File: src/rtl/mem_stage.sv
// -----------------------------------------------------------------------------
// mem_stage : MEM pipeline stage of the 5-stage MIPS core (between EXE and WB).
//
// Holds the EXE->MEM pipeline register, issues at most one load/store at a
// time on the SRAM-like data bus, extracts and extends load data, and hands
// mem_result plus an opaque side-band (wb_pass) to WB. A WB flush (cancel)
// kills the held instruction. A bus transaction that the slave has already
// been asked for is still finished on the bus: a request is never withdrawn,
// and the data beat of a killed access is swallowed.
//
// Ports
//   clk, resetn         clock, synchronous active-low reset
//   EXE_over            EXE offers a finished instruction
//   MEM_allow_in        MEM can take that instruction this cycle
//   ex_mem_op[3:0]      {is_load, is_store, sign_ext, reserved}
//   ex_size[1:0]        0 = byte, 1 = half, 2 = word
//   ex_addr/ex_wdata    effective address / right-aligned store data
//   ex_result           ALU result, used when the op is not a load
//   ex_exc              instruction already faulted, so it never touches the bus
//   ex_pass             side-band forwarded untouched to wb_pass
//   MEM_valid/MEM_over  stage holds a live instruction / it may move to WB
//   WB_allow_in         WB can accept
//   cancel              WB exception/eret flush
//   data_*              SRAM-like data bus (req/wr/size/addr/wdata, addr_ok, data_ok, rdata)
//   mem_result          extended load value, or ex_result
//   wb_pass             registered side-band
//   MEM_wdest_vld       live instruction that writes the register file
//                       (its write enable sits in ex_pass[WEN_BIT])
// -----------------------------------------------------------------------------
module mem_stage #(
    parameter int PASS_W  = 128,
    parameter int WEN_BIT = PASS_W - 1
) (
    input  logic              clk,
    input  logic              resetn,
    input  logic              EXE_over,
    output logic              MEM_allow_in,
    input  logic [3:0]        ex_mem_op,
    input  logic [1:0]        ex_size,
    input  logic [31:0]       ex_addr,
    input  logic [31:0]       ex_wdata,
    input  logic [31:0]       ex_result,
    input  logic              ex_exc,
    input  logic [PASS_W-1:0] ex_pass,
    output logic              MEM_valid,
    output logic              MEM_over,
    input  logic              WB_allow_in,
    input  logic              cancel,
    output logic              data_req,
    output logic              data_wr,
    output logic [1:0]        data_size,
    output logic [31:0]       data_addr,
    output logic [31:0]       data_wdata,
    input  logic              data_addr_ok,
    input  logic              data_data_ok,
    input  logic [31:0]       data_rdata,
    output logic [31:0]       mem_result,
    output logic [PASS_W-1:0] wb_pass,
    output logic              MEM_wdest_vld
);

    typedef enum logic [2:0] {
        ST_IDLE  = 3'd0,
        ST_REQ   = 3'd1,
        ST_WAIT  = 3'd2,
        ST_DONE  = 3'd3,
        ST_DRAIN = 3'd4
    } state_e;

    // Natural alignment: halves need addr[0]==0, words need addr[1:0]==0.
    function automatic logic addr_aligned(input logic [1:0] size, input logic [1:0] low);
        logic ok;
        case (size)
            2'd0:    ok = 1'b1;
            2'd1:    ok = ~low[0];
            default: ok = (low == 2'b00);
        endcase
        return ok;
    endfunction

    // Store data is copied onto every byte lane so the slave can pick the
    // lane it needs from the address alone.
    function automatic logic [31:0] lane_replicate(input logic [31:0] wdata, input logic [1:0] size);
        logic [31:0] rep;
        case (size)
            2'd0:    rep = {4{wdata[7:0]}};
            2'd1:    rep = {2{wdata[15:0]}};
            default: rep = wdata;
        endcase
        return rep;
    endfunction

    // Shift the addressed lane down to bit 0, then sign- or zero-extend it.
    function automatic logic [31:0] load_extract(input logic [31:0] rdata, input logic [1:0] off,
                                                 input logic [1:0] size, input logic sext);
        logic [31:0] sh;
        logic [31:0] res;
        case (size)
            2'd0: begin
                sh  = rdata >> {off, 3'b000};
                res = {{24{sext & sh[7]}}, sh[7:0]};
            end
            2'd1: begin
                sh  = rdata >> {off[1], 4'b0000};
                res = {{16{sext & sh[15]}}, sh[15:0]};
            end
            default: begin
                sh  = rdata;
                res = sh;
            end
        endcase
        return res;
    endfunction

    state_e              state_q;
    logic                valid_q;
    logic                cancel_seen_q;   // a flush hit while the request was still waiting for addr_ok
    logic                is_load_q;
    logic                is_store_q;
    logic                sext_q;
    logic [1:0]          size_q;
    logic [31:0]         addr_q;
    logic [31:0]         wdata_q;
    logic [31:0]         result_q;
    logic [PASS_W-1:0]   pass_q;

    logic                acc_s;
    logic                over_s;
    logic                orphan_s;
    logic                allow_s;
    logic                leave_s;
    logic                capture_s;
    logic [31:0]         load_val_d;
    logic                unused_op_bit_s;

    // ex_mem_op[0] carries no meaning here; the access width comes from ex_size.
    assign unused_op_bit_s = ex_mem_op[0];

    // Handshake and access decode.
    always_comb begin
        acc_s      = (ex_mem_op[3] | ex_mem_op[2]) & ~ex_exc & addr_aligned(ex_size, ex_addr[1:0]);
        over_s     = valid_q & ((state_q == ST_IDLE) | (state_q == ST_DONE));
        // After a flush the stage is empty, but a request that is still
        // pending or a data beat still owed by the slave belongs to the
        // killed instruction; nothing new may enter until it is gone.
        orphan_s   = ~valid_q & ((state_q == ST_REQ) | (state_q == ST_DRAIN));
        allow_s    = ~orphan_s & (~valid_q | (over_s & WB_allow_in));
        leave_s    = over_s & WB_allow_in;
        // A flush also kills whatever EXE offers in the same cycle.
        capture_s  = EXE_over & allow_s & ~cancel;
        load_val_d = load_extract(data_rdata, addr_q[1:0], size_q, sext_q);
    end

    // Pipeline register, bus FSM and result capture.
    always_ff @(posedge clk) begin
        if (!resetn) begin
            state_q       <= ST_IDLE;
            valid_q       <= 1'b0;
            cancel_seen_q <= 1'b0;
            is_load_q     <= 1'b0;
            is_store_q    <= 1'b0;
            sext_q        <= 1'b0;
            size_q        <= 2'd0;
            addr_q        <= 32'd0;
            wdata_q       <= 32'd0;
            result_q      <= 32'd0;
            pass_q        <= {PASS_W{1'b0}};
        end else begin
            if (cancel) begin
                valid_q <= 1'b0;
            end else if (capture_s) begin
                valid_q <= 1'b1;
            end else if (leave_s) begin
                valid_q <= 1'b0;
            end else begin
                valid_q <= valid_q;
            end

            if (capture_s) begin
                is_load_q  <= ex_mem_op[3];
                is_store_q <= ex_mem_op[2];
                sext_q     <= ex_mem_op[1];
                size_q     <= ex_size;
                addr_q     <= ex_addr;
                wdata_q    <= lane_replicate(ex_wdata, ex_size);
                result_q   <= ex_result;
                pass_q     <= ex_pass;
            end else begin
                pass_q     <= pass_q;
            end

            case (state_q)
                ST_IDLE: begin
                    cancel_seen_q <= 1'b0;
                    if (capture_s & acc_s) begin
                        state_q <= ST_REQ;
                    end else begin
                        state_q <= ST_IDLE;
                    end
                end
                ST_REQ: begin
                    // The request stays up until the slave takes it, flush or not.
                    if (data_addr_ok) begin
                        cancel_seen_q <= 1'b0;
                        if (cancel | cancel_seen_q) begin
                            state_q <= ST_DRAIN;
                        end else begin
                            state_q <= ST_WAIT;
                        end
                    end else begin
                        cancel_seen_q <= cancel_seen_q | cancel;
                        state_q       <= ST_REQ;
                    end
                end
                ST_WAIT: begin
                    cancel_seen_q <= 1'b0;
                    if (data_data_ok) begin
                        if (cancel) begin
                            state_q <= ST_IDLE;
                        end else begin
                            state_q <= ST_DONE;
                            if (is_load_q) begin
                                result_q <= load_val_d;
                            end else begin
                                result_q <= result_q;
                            end
                        end
                    end else if (cancel) begin
                        state_q <= ST_DRAIN;
                    end else begin
                        state_q <= ST_WAIT;
                    end
                end
                ST_DONE: begin
                    cancel_seen_q <= 1'b0;
                    if (cancel) begin
                        state_q <= ST_IDLE;
                    end else if (leave_s) begin
                        if (capture_s & acc_s) begin
                            state_q <= ST_REQ;
                        end else begin
                            state_q <= ST_IDLE;
                        end
                    end else begin
                        state_q <= ST_DONE;
                    end
                end
                ST_DRAIN: begin
                    cancel_seen_q <= 1'b0;
                    if (data_data_ok) begin
                        state_q <= ST_IDLE;
                    end else begin
                        state_q <= ST_DRAIN;
                    end
                end
                default: begin
                    cancel_seen_q <= 1'b0;
                    state_q       <= ST_IDLE;
                end
            endcase
        end
    end

    // Every output below is a plain decode of flops, except the accept
    // handshake, which must see WB_allow_in in the same cycle.
    assign MEM_allow_in  = allow_s;
    assign MEM_valid     = valid_q;
    assign MEM_over      = over_s;
    assign data_req      = (state_q == ST_REQ);
    assign data_wr       = is_store_q;
    assign data_size     = size_q;
    assign data_addr     = addr_q;
    assign data_wdata    = wdata_q;
    assign mem_result    = result_q;
    assign wb_pass       = pass_q;
    assign MEM_wdest_vld = valid_q & pass_q[WEN_BIT];

endmodule

File: config.mk
export PLATFORM = sky130hd
export DESIGN_NAME = mem_stage
export DESIGN_NICKNAME = d
export VERILOG_FILES = /design/src/rtl/mem_stage.sv
export SDC_FILE = /design/constraint.sdc
export NUM_CORES = 1
export LEC_CHECK = 0
export ABC_AREA = 1
export BUFFER_PORTS_ARGS = -buffer_cell sky130_fd_sc_hd__buf_4
export CORE_AREA = 2 2 193 195
export CTS_CLUSTER_SIZE = 12
export DETAILED_ROUTE_END_ITERATION = 7
export DIE_AREA = 0 0 195 197
export PLACE_DENSITY = 0.59
export SYNTH_ARGS = -nofsm -noshare
export SYNTH_HDL_FRONTEND = slang
export SYNTH_SLANG_ARGS = --single-unit
File: constraint.sdc
create_clock -name clk -period 1.75 [get_ports clk]
set_input_delay 0.0875 -clock clk [delete_from_list [all_inputs] [get_ports clk]]
set_output_delay 0.0875 -clock clk [all_outputs]
set_load 0.01 [all_outputs]
==> flow_summary.ini, run 1 <==
[placed_design]
dpl.hpwl_microns = 30480
numPlacedInstances = 2340
postPlaceCellArea_sq_um = 14670
pre_cts_slack_ns = -0.001573
io_buffer_count = 500
gp_congestion = 0.8693

[logic_synthesis]
ys_ff_latch = 234
synth_area_leaders = dfxtp_1 (46%), nand2_1 (15%), a21oi_1 (12%)
netlist_area_sq_um = 10080
synth_commonest_cells = nand2_1 (400), a21oi_1 (242), dfxtp_1 (234)
synth_most_common_cell = nand2_1
syn_avg_cell_area_sq_um = 7.107
ys.flop_type = dfxtp_1
yosysSeqAreaShare_pct = 46.45
synth_top_area_share_pct = 46.45
synth_edf_count = 0
yosysTopAreaCell = dfxtp_1
async_flop_share_pct = 0
synth_nets = 1689
synth_warnings = 0
synth_cells = 1419
synth_cell_types = 29

[routing]
drt-pass1-iter-count = 5
drc = 0
drt_wl_total_microns = 48210
drtIter0Drc = 601
viasPerCell = 4.840
postRouteAntennaNets = 0
vias = 12960
wl_per_cell_microns = 18.00

[cells_and_area]
antenna_cells = 0
final_util_pct = 53.42
drive_above_1_share_pct = 35.61
layout.nets = 2459
multiInputGateArea_sq_um = 5105
seq_area_sq_um = 4693
nFillCells = 3224
postLayoutCellArea_sq_um = 19370
layout.cells.non_filler = 2678
areaGrowthSynthToFinish_pct = 92.06

[timing]
fin_worst_skew_ns = 0.01117
setup_viol = 121
whs_ns = 0.01097
fmax_mhz = 550.0
period_minus_slack_ns = 1.818
slew_viol_final = 0
worst_slew_pin_slew_ns = 0.5716
finalHoldViolations = 0
period_share_pct = 103.9
max_slew_margin_pct = 61.89
worst_slack_ns = -0.06832
rsz0062_at_grt = true

[setup_path]
required_ns = 1.66
crit_path_max_incr_delay_ns = 0.36
cp_data_arrival_time_ns = 1.73
cp_max_fo = 3
path_buf_inv = 5
cp.depth = 9
path_common_cell = buf_12
reg2regPathDepth = 11
cp_top_family = buffers and inverters
cp-start-kind = flop
critPathKind = reg -> out
crit_slowest_cell = dfxtp_4
cp-end-kind = primary output
critical_path.cell_chain = inv_2, nand3_1, nand2_2, nand2_4, inv_4, nor2_8, buf_12, buf_12, buf_6

[cts]
cts.htree.levels = 1
cts_buffer_depth = 3
cts_buffers = 28
clock_sinks = 234
clockRootBuffer = clkbuf_16
cts_tree = done
clkSlewWorstSetupHoldPaths_ns = 0.06
clock_latency_ns = 0.54

[floorplanning]
row_count = 70
ioPinCount = 502
fp.dieArea_sq_um = 38420
core_area_sq_um = 36260
die_h_microns = 197
die_width_microns = 195
start_util_pct = 27.81

[min_path]
holdPathStages = 3
min-delay-path-class = in -> reg

[power_and_ir_drop]
p_leak_nw = 8.715
power.density_nw_per_um2 = 790.2
ir_drop_uv = 700.7

[global_routing]
gr-usage-all-layers_pct = 22.09
grt_overflow = 0
antenna_found_initial = 0
grt_pass1_wl_microns = 68350
grt_max_degree = 75
grt_pass1_vias = 12660

[outcome]
status = complete, but fails checks
violations = negative setup slack

[run]
maxCapViolCount = 0
==> registers in the layout, indices dropped and copies added, names as in the netlist <==
signal / cells
data_wdata: 32
state_q: 3
cancel_seen_q: 1
mem_result: 32
data_wr: 1
wb_pass: 128
data_addr: 32
data_size: 2
sext_q: 1
MEM_valid: 1
is_load_q: 1
==> per-stage QoR <==
step,power (mW),setup TNS (ns)
3_3_place_gp,8.310,0
3_5_place_dp,8.336,-0.001573
5_1_grt,15.92,-18.55
4_1_cts,15.08,-0.2133
2_1_floorplan,6.938,0
6_report,15.31,-2.001
==> path summary, 6_finish.rpt <==
| check | from | endpoint | slack, ns |
|---|---|---|---|
| worst max-delay path | state_q[1]$_SDFF_PN0_ | MEM_allow_in | -0.07 |
| worst min-delay path | resetn | data_addr[18]$_SDFFE_PN0N_ | 0.01 |
| worst max register to register | state_q[1]$_SDFF_PN0_ | data_addr[24]$_SDFFE_PN0N_ | -0.05 |
| worst min register to register | data_wdata[28]$_SDFFE_PN0N_ | data_wdata[28]$_SDFFE_PN0N_ | 0.46 |
==> repair_timing <==
action	4_1_cts	5_1_grt
pin swaps	6	36
hold buffers	252	0
hold endpoints to repair	226	0
gates resized for setup	15	173
endpoints found under the setup margin	7	229
gates cloned	1	18
setup buffers	9	7
==> routing by layer <==
layer  part of all wire (%)  track usage (%)  wire (microns)  up-vias
met4                    3.4            8.114            1663        0
met2                     50            39.30           24050      555
li1                       -                -               -     6251
met1                     40            26.02           19060     6043
met5                      0                0               0        -
met3                    7.1            4.928            3441      112
==> placed cells by master (no fill, tap or decap), drive strengths merged, types with 14 or more instances in the layout <==
cell type and instances:
nand4 34, nand2 407, nor2 50, nand3 217, dfxtp 234, clkbuf 49
dlygate4sd3 252, a21oi 243, buf 589, o21ai 14, inv 86
==> worst min-delay path: stages <==
cell and delay [ns]:
buf_4 0.11, inv_6 0.14, a21oi_2 0.16
==> layout make-up <==
type / count / share of cell area (%)
Inverter: 87 / 1.738
Clock inverter: 12 / 0.8850
Tap cell: 468 / 3.023
Multi-Input combinational cell: 986 / 26.36
Timing Repair Buffer: 852 / 39.52
Clock buffer: 39 / 4.251
Sequential cell: 234 / 24.23
==> power breakdown <==
group          switching, mW  internal [mW]
Sequential             0.197           5.62
Clock                   2.37           3.87
Combinational           1.52           1.74
==> kinds of logic (layout without fill, tap and decap cells) <==
logic type             Yosys count  after routing  share of synthesized area, %
AO/OA/AOI/OAI                  276            276                         14.22
buffers and inverters          200            990                         8.449
AND/OR/NAND/NOR                709            710                         30.88
flip-flops                     234            234                         46.45
No activity file was read; power rests on OpenSTA's default activity.
==> run 2: changes to the inputs <==
Settings changed: CELL_PAD_IN_SITES_DETAIL_PLACEMENT from default to 0, CELL_PAD_IN_SITES_GLOBAL_PLACEMENT from default to 1, CORE_AREA 2 2 193 195 to 2 2 195 197, CTS_CLUSTER_SIZE 12 to default, DIE_AREA 0 0 195 197 to 0 0 197 199, HOLD_SLACK_MARGIN from default to 0.03, PLACE_DENSITY 0.59 to 0.78.
==> flow_summary.ini, run 2 (same netlist as run 1, synthesis figures left out) <==
[power_and_ir_drop]
ir_drop_uv = 854.2
p_leak_nw = 8.735
internal_power_mw = 10.78
p_comb_share_pct = 22.1
p_sw_share_pct = 27.69
clockPowerShare_pct = 39.0
switching_power_mw = 4.129
power.density_nw_per_um2 = 769.2
seqPwrFrac_pct = 38.8

[floorplanning]
row_count = 71
die_h_microns = 199
start_util_pct = 27.16
die_width_microns = 197
ioPinCount = 502
core_area_sq_um = 37130
fp.dieArea_sq_um = 39200

[cells_and_area]
areaGrowthSynthToFinish_pct = 92.23
layout_common_cells = buf_4 (546), nand2_1 (338), dlygate4sd3_1 (267), a21oi_1 (234), dfxtp_1 (229)
largest_reg_flops = 128
final_common_cell = buf_4
seq_area_sq_um = 4696
multiInputGateArea_sq_um = 4886
final_util_pct = 52.21
drive_above_1_share_pct = 34.02
layout.nets = 2481
antenna_cells = 0
nFillCells = 3372

[routing]
drt-pass1-iter-count = 5
drc = 0
wl_per_cell_microns = 17.81
drtIter0Drc = 574
viasPerCell = 4.812
drt_wl_total_microns = 48190
vias = 13020
postRouteAntennaNets = 0

[global_routing]
grt_overflow = 0
gr-usage-all-layers_pct = 22.00
antenna_found_initial = 0
grt_max_degree = 76
grt_pass1_wl_microns = 68870
grt_pass1_vias = 12760

[cts]
clock_sinks = 234
clkSlewWorstSetupHoldPaths_ns = 0.06
clock_latency_ns = 0.58
cts_tree = done
cts_buffers = 29
cts.htree.levels = 1
cts_buffer_depth = 3
clockRootBuffer = clkbuf_16

[setup_path]
required_ns = 1.66
cp-start-kind = flop
cp_max_fo = 3
cp-end-kind = primary output
cp_data_arrival_time_ns = 1.77
critPathKind = reg -> out

[placed_design]
io_buffer_count = 500
gp_congestion = 0.8344
dpl.hpwl_microns = 29620
pre_cts_slack_ns = -0.01938

[timing]
finalHoldViolations = 0
max_slew_margin_pct = 68.12
setup_viol = 172
fin_worst_skew_ns = 0.01118
slew_viol_final = 0
period_minus_slack_ns = 1.859
fmax_mhz = 538.0
worst_slack_ns = -0.1086
period_share_pct = 106.2
rsz0062_at_grt = true
worst_slew_pin_slew_ns = 0.4783

[run]
maxCapViolCount = 0

[outcome]
status = complete, but fails checks
violations = negative setup slack

[min_path]
min-delay-path-class = in -> reg
-- run 2: cell types whose count changed in the layout (fill, tap and decap cells not counted), moves of 5 or more --
cell and change:
o21ai_0 -5, dlygate4sd3_1 +15, buf_8 +5, a21oi_2 -33
nand2_1 +5, buf_12 -6, nand2_4 -29, a21oi_1 +33
clkbuf_16 +6, nand2_2 +24
-- run 2: per-layer routing --
| metal | wire length (microns) | vias up | global-route usage, % |
|---|---|---|---|
| met5 | 0 | - | 0 |
| met4 | 1953 | 0 | 8.493 |
| met3 | 3618 | 122 | 5.409 |
| met2 | 23630 | 557 | 38.71 |
| met1 | 18980 | 6047 | 25.75 |
| li1 | - | 6291 | - |
-- run 2: power groups by stage --
stage / clock network (mW) / logic [mW] / registers (mW)
floorplan: 0 / 0.933 / 6.00
global placement: 0 / 2.39 / 5.88
detailed placement: 0 / 2.40 / 5.89
CTS: 5.94 / 3.01 / 5.78
global route: 6.16 / 3.54 / 5.82
finish: 5.82 / 3.30 / 5.79
-- run 2: worst paths after layout --
check / startpoint / endpoint / slack (ns) / cells past startpoint
setup reg to reg: state_q[1]$_SDFF_PN0_ / wb_pass[62]$_SDFFE_PN0N_ / -0.07 / 12
hold reg to reg: data_addr[13]$_SDFFE_PN0N_ / data_addr[13]$_SDFFE_PN0N_ / 0.46 / 2
hold / removal: data_rdata[5] / mem_result[5]$_SDFFE_PN0P_ / 0.05 / 5
setup / recovery: state_q[2]$_SDFF_PN0_ / MEM_allow_in / -0.11 / 8
-- run 2: metrics by stage --
step                total power, mW  setup TNS [ns]  hold slack [ns]  std cells  instance area, sq um
floorplan                     6.938               0           0.1660       1419                 10080
global placement              8.272      -0.0002874           0.2791       2342                 14600
detailed placement            8.297        -0.03011           0.2835       2342                 14600
CTS                           14.73          -10.11          0.03355       2677                 18530
global route                  15.53          -24.36          0.08907       2705                 19390
finish                        14.91          -5.228          0.05294       2705                 19390
-- run 2: final cells by class --
class / count / share of cell area [%]
Tap cell: 474 / 3.059
Clock buffer: 42 / 4.408
Inverter: 87 / 1.736
Sequential cell: 234 / 24.22
Clock inverter: 9 / 0.3550
Timing Repair Buffer: 871 / 41.02
Multi-Input combinational cell: 988 / 25.20
-- run 2: repair_timing --
item / CTS / global route
hold buffers: 267 / 0
hold endpoints to repair: 234 / 0
endpoints found under the setup margin: 7 / 232
cloned: 6 / 22
resized for setup: 25 / 111
setup buffers: 11 / 6
pin swaps: 9 / 35
-- run 2: worst max-delay path, stage by stage, from the launching register on --
cell     delay (ns)
dfxtp_2        0.35
inv_2          0.06
nand3_2        0.10
nand2_4        0.07
a21oi_4        0.19
nor2_8         0.06
buf_12         0.13
buf_8          0.11
buf_6          0.11
